`config.mk`:
```
export PLATFORM = sky130hd
export DESIGN_NAME = uart_instr_loader
export DESIGN_NICKNAME = d
export VERILOG_FILES = /design/src/rtl/uart_instr_loader.sv
export SDC_FILE = /design/constraint.sdc
export NUM_CORES = 1
export LEC_CHECK = 0
export CAP_MARGIN = 20
export CORE_MARGIN = 8
export CORE_UTILIZATION = 42
export CTS_CLUSTER_DIAMETER = 100
export DETAILED_ROUTE_END_ITERATION = 8
export PLACE_DENSITY = 0.75
export SYNTH_ARGS = -nofsm -noshare
export SYNTH_HDL_FRONTEND = slang
export SYNTH_SLANG_ARGS = --single-unit
```
`constraint.sdc`:
```
create_clock -name clk -period 2.55 [get_ports clk]
set_input_delay 0.6375 -clock clk [delete_from_list [all_inputs] [get_ports clk]]
set_output_delay 0.6375 -clock clk [all_outputs]
set_load 0.02 [all_outputs]
```
`src/rtl/uart_instr_loader.sv`:
```
`default_nettype none
// ============================================================================
// Module   : uart_instr_loader
// Brief    : Packs a UART byte/nibble stream into instruction words for an
//            external instruction RAM; optional checksum via the macro
//            UART_INSTR_LOADER_CHECKSUM_EN.
// Revision : 1.0 - initial release
// ============================================================================
module uart_instr_loader #(
  parameter int                DATA_W   = 32,
  parameter int                DEPTH    = 1024,
  parameter int                ADDR_W   = $clog2(DEPTH),
  parameter bit                NIB_MODE = 1'b1,
  parameter logic [DATA_W-1:0] END_WORD = {DATA_W{1'b1}}
) (
  input  logic              clk,
  input  logic              reset_n,
  input  logic              start,
  input  logic [7:0]        rx_data,
  input  logic              rx_valid,
  output logic              rx_ready,
  output logic              wr_en,
  output logic [ADDR_W-1:0] wr_addr,
  output logic [DATA_W-1:0] wr_data,
  output logic [ADDR_W:0]   word_count,
  output logic              trigger_upload,
  output logic              overflow,
`ifdef UART_INSTR_LOADER_CHECKSUM_EN
  output logic              checksum_ok,
`endif
  output logic              busy
);

  localparam int              c_unit_w = NIB_MODE ? 4 : 8;
  localparam int              c_units  = DATA_W / c_unit_w;
  localparam int              c_kw     = (c_units > 1) ? $clog2(c_units) : 1;
  localparam logic [c_kw-1:0] c_last_k = c_kw'(c_units - 1);
  localparam logic [c_kw-1:0] c_k_one  = c_kw'(1);
  localparam logic [ADDR_W:0] c_depth  = (ADDR_W + 1)'(DEPTH);
  localparam logic [ADDR_W:0] c_p_one  = (ADDR_W + 1)'(1);

  typedef enum logic [2:0] {
    S_IDLE     = 3'd0,
    S_ASSEMBLE = 3'd1,
    S_WRITE    = 3'd2,
    S_DONE     = 3'd3,
    S_CHK      = 3'd4
  } state_t;

  state_t              r_state;
  logic [c_kw-1:0]     r_k;
  logic [ADDR_W:0]     r_ptr;
  logic [DATA_W-1:0]   r_asm;
  logic                r_wr_en;
  logic [ADDR_W-1:0]   r_wr_addr;
  logic [DATA_W-1:0]   r_wr_data;
  logic                r_trig;
  logic                r_ovf;
  logic [7:0]          r_sum;
  logic                r_chk_ok;
  logic                w_xfer;
  logic [c_unit_w-1:0] w_unit;
  logic                w_unused_bits;

  assign w_unit        = rx_data[c_unit_w-1:0];
  assign w_unused_bits = ^{rx_data, r_sum, r_chk_ok};
  assign w_xfer        = rx_valid && rx_ready;

  // Acceptance is blocked combinationally in the start cycle so no byte leaks into the new load
  always_comb begin
    rx_ready = 1'b0;
    if (!start) begin
      case (r_state)
        S_IDLE, S_ASSEMBLE: rx_ready = 1'b1;
`ifdef UART_INSTR_LOADER_CHECKSUM_EN
        S_CHK:              rx_ready = 1'b1;
`endif
        default:            rx_ready = 1'b0;
      endcase
    end
  end

  always_ff @(posedge clk or negedge reset_n) begin
    if (!reset_n) begin
      r_state   <= S_IDLE;
      r_k       <= '0;
      r_ptr     <= '0;
      r_asm     <= '0;
      r_wr_en   <= 1'b0;
      r_wr_addr <= '0;
      r_wr_data <= '0;
      r_trig    <= 1'b0;
      r_ovf     <= 1'b0;
      r_sum     <= '0;
      r_chk_ok  <= 1'b0;
    end else begin
      r_wr_en <= 1'b0;
      r_trig  <= 1'b0;
      if (start) begin
        r_state  <= S_IDLE;
        r_k      <= '0;
        r_ptr    <= '0;
        r_asm    <= '0;
        r_ovf    <= 1'b0;
        r_sum    <= '0;
        r_chk_ok <= 1'b0;
      end else begin
        case (r_state)
          S_IDLE, S_ASSEMBLE: begin
            if (w_xfer) begin
              r_asm[int'(r_k) * c_unit_w +: c_unit_w] <= w_unit;
              r_sum <= r_sum + rx_data;
              if (r_k == c_last_k) begin
                r_k     <= '0;
                r_state <= S_WRITE;
              end else begin
                r_k     <= r_k + c_k_one;
                r_state <= S_ASSEMBLE;
              end
            end
          end
          S_WRITE: begin
            // End marker wins over the capacity check and is never stored
            if (r_asm == END_WORD) begin
`ifdef UART_INSTR_LOADER_CHECKSUM_EN
              r_state <= S_CHK;
`else
              r_trig  <= 1'b1;
              r_state <= S_DONE;
`endif
            end else if (r_ptr < c_depth) begin
              r_wr_en   <= 1'b1;
              r_wr_addr <= r_ptr[ADDR_W-1:0];
              r_wr_data <= r_asm;
              r_ptr     <= r_ptr + c_p_one;
              r_asm     <= '0;
              r_state   <= S_ASSEMBLE;
            end else begin
              r_ovf    <= 1'b1;
              r_trig   <= 1'b1;
              r_chk_ok <= 1'b0;
              r_state  <= S_DONE;
            end
          end
`ifdef UART_INSTR_LOADER_CHECKSUM_EN
          S_CHK: begin
            if (w_xfer) begin
              r_chk_ok <= (rx_data == r_sum);
              r_trig   <= 1'b1;
              r_state  <= S_DONE;
            end
          end
`endif
          default: ;
        endcase
      end
    end
  end

  assign wr_en          = r_wr_en;
  assign wr_addr        = r_wr_addr;
  assign wr_data        = r_wr_data;
  assign word_count     = r_ptr;
  assign trigger_upload = r_trig;
  assign overflow       = r_ovf;
  assign busy           = (r_state == S_ASSEMBLE) || (r_state == S_WRITE);
`ifdef UART_INSTR_LOADER_CHECKSUM_EN
  assign checksum_ok    = r_chk_ok;
`endif

endmodule
`default_nettype wire

```
==> metrics.yaml <==
rows: 36
cts_tree: "yes"
drt_iter0_markers: 126
antenna_found_initial: 0
hpwl_mm: 6.91
die_h_microns: 115
cp-start-kind: "flop"
insertion_delay_ns: 0.38
core_sq_um: 9680
setup-tns-final_ns: 0
vdd_ir_drop_max_mv: 0.317
synthMuxAreaShare_pct: 12.2
clock-sinks: 93
viasPerCell: 5.30
crit_required_ns: 1.91
maxSlewHeadroom_pct: 57.2
drv_slew: 0
initial_utilization_pct: 42.7
cts_buffer_depth: 2
drt_pre_antenna_iters: 4
path_clk_slew_ns: 0.09
worstPathCellList: "inv_1, ha_1, clkdlybuf4s50_1"
path_buf_inv: 2
dr_total_vias: 3035
synth.avg_cell_area_sq_um: 11.7
ant_nets: 0
wl_per_cell_microns: 16.7
die-area_sq_um: 13300
synthAdderAreaFrac_pct: 2.72
cts-hold-fix-buffers: 0
min_period_ns: 2.35
synth_cells: 354
numCtsBuffers: 9
synth_edf_count: 0
area_growth_pct: 28.0
slowest_stage: "clkdlybuf4s50_1"
cap_violations: 0
ios: 70
cp.arrival_ns: 1.71
crit_type: "reg -> out"
hold_viol_final: 0
wl_mm: 9.59
place.gp.congestion: 0.929
htreeDepth: 3
worst-slew-pin-transition_ns: 0.625
synth-seq-cells: 93
hp-class: "in -> async"
async_reset_ff_share_pct: 100
root_buffer: "clkbuf_8"
synth_xor_area_share_pct: 1.48
finalSetupViolCount: 0
drive_above_1_share_pct: 10.7
synth.distinct_cells: 41
synth_top_family_by_area: "simple AND/OR/NAND/NOR gates"
cp_max_fo: 3
end_kind: "output port"
reg2reg_depth: 7
place.port_buffers: 65
p_leak_uw: 0.00243
die_w_microns: 115
p_per_area_nw_per_um2: 546
synthSimpleGateAreaFrac_pct: 13.9
rsz0062_at_grt: "no"
grtUsageTotal_pct: 15.3
drc: 0
grt_pass1_wl_mm: 16.0
cp_top_family: "buffers and inverters"
period_share_pct: 92.2
layout.nets: 456
synth_area_sq_um: 4140
grt_pass1_vias: 3144
fin_worst_skew_ns: 0.00987
num_antenna_cells: 0
worst-path-stages: 3
grt_max_degree: 58
syn-num-nets: 375
final_common_cell: "dfrtp_1"
max_freq_ghz: 0.425
synth-compound-area-share_pct: 10.5
yosysWarnings: 0
whs_ns: 0.159
gr-total-overflow: 0
outcome: "finished clean"
yosysSeqAreaShare_pct: 56.3
fillCellCount: 810
cp_slowest_stage_delay_ns: 0.60
final_cell_mix: "dfrtp_1 (93), clkdlybuf4s50_1 (63), nand2_1 (46), mux2_1 (43), nor2_1 (25)"
ys.flop_type: "dfrtp_1"
## flip-flops by register name, summed over array words and instances (netlist names)
name,count
r_k,3
word_count,11
overflow,1
r_state,2
wr_data,32
wr_addr,10
r_asm,32
wr_en,1
trigger_upload,1
## worst register-to-register path: stages, from the launching register on
cell      delay (ns)
dfrtp_1         0.45
inv_1           0.09
ha_1            0.23
ha_1            0.21
or3_1           0.46
nor4_1          0.37
a211oi_2        0.14
a22o_1          0.26
## layout make-up
cell class / count / area [sq um] / area share (%)
clock buffers: 9 / 124 / 2.34
clock inverters: 7 / 121 / 2.29
inverters: 8 / 30.0 / 0.567
multi-input cells: 237 / 1690 / 32.0
flip-flops and latches: 93 / 2330 / 43.9
well taps: 133 / 166 / 3.14
repair buffers: 86 / 833 / 15.7
## worst paths after layout
path	start	end	slack [ns]
min in group clk	wr_addr[7]	wr_addr[7]	0.49
max reg2reg	r_k[0]	r_asm[19]	0.23
max	r_state[1]	busy	0.20
min reg2reg	wr_addr[7]	wr_addr[7]	0.49
max in group asynchronous	reset_n	wr_data[18]	1.80
min	reset_n	wr_data[1]	0.16
## report_power, final
group | switching [uW] | internal, uW
logic | 130 | 72.2
registers | 10.9 | 1490
clock network | 536 | 658
## metrics by stage
stage	instance area, sq um	cells	total power (uW)	utilization [%]	setup slack, ns
after CTS	5290	573	2920	54.7	0.00211
final	5300	573	2890	54.7	0.198
after global placement	5050	557	1720	52.1	0.108
after floorplan	4140	354	1630	-	0.184
after detailed placement	5050	557	1730	52.1	0.0943
after global routing	5300	573	3000	54.7	0.0852
## layer usage
metal  wire [microns]  up-vias  part of all wire (%)  GRT usage, %
met4              227        0                   2.4          8.32
li1                 -     1427                     -             -
met2             4790       68                    50          25.5
met5                0        -                     0             0
met1             4130     1523                    43          18.3
met3              449       17                   4.7          3.05
## kinds of logic (layout without fill, tap and decap cells)
logic type / after synthesis / after routing
AO/OA/AOI/OAI: 59 / 59
XOR/XNOR: 7 / 7
adder cells (fa/ha/maj): 9 / 9
buffers and inverters: 24 / 110
flip-flops: 93 / 93
multiplexers: 45 / 45
AND/OR/NAND/NOR: 117 / 117
## cell usage after synthesis (all sizes together) (5+ instances only)
library cell  instances  area (sq um)
a211oi                8          80.1
inv                   8          30.0
xnor2                 7          61.3
nor2                 25          93.8
clkbuf                6          22.5
o21ai                19          95.1
a22o                 16           140
nand2                46           173
nand4                11          68.8
nand2b                5          31.3
ha                    9           113
mux2                 44           495
nor4                  6          67.6
buf                  10          68.8
dfrtp                93          2330
a21oi                 5          28.8
nor3                 11          60.1
## repair_timing
| item | CTS | global route |
|---|---|---|
| setup endpoints to repair | 0 | 1 |
| resized for setup | 0 | 1 |
| buffers inserted | 0 | 0 |
Power figures use the tool's default switching activity.
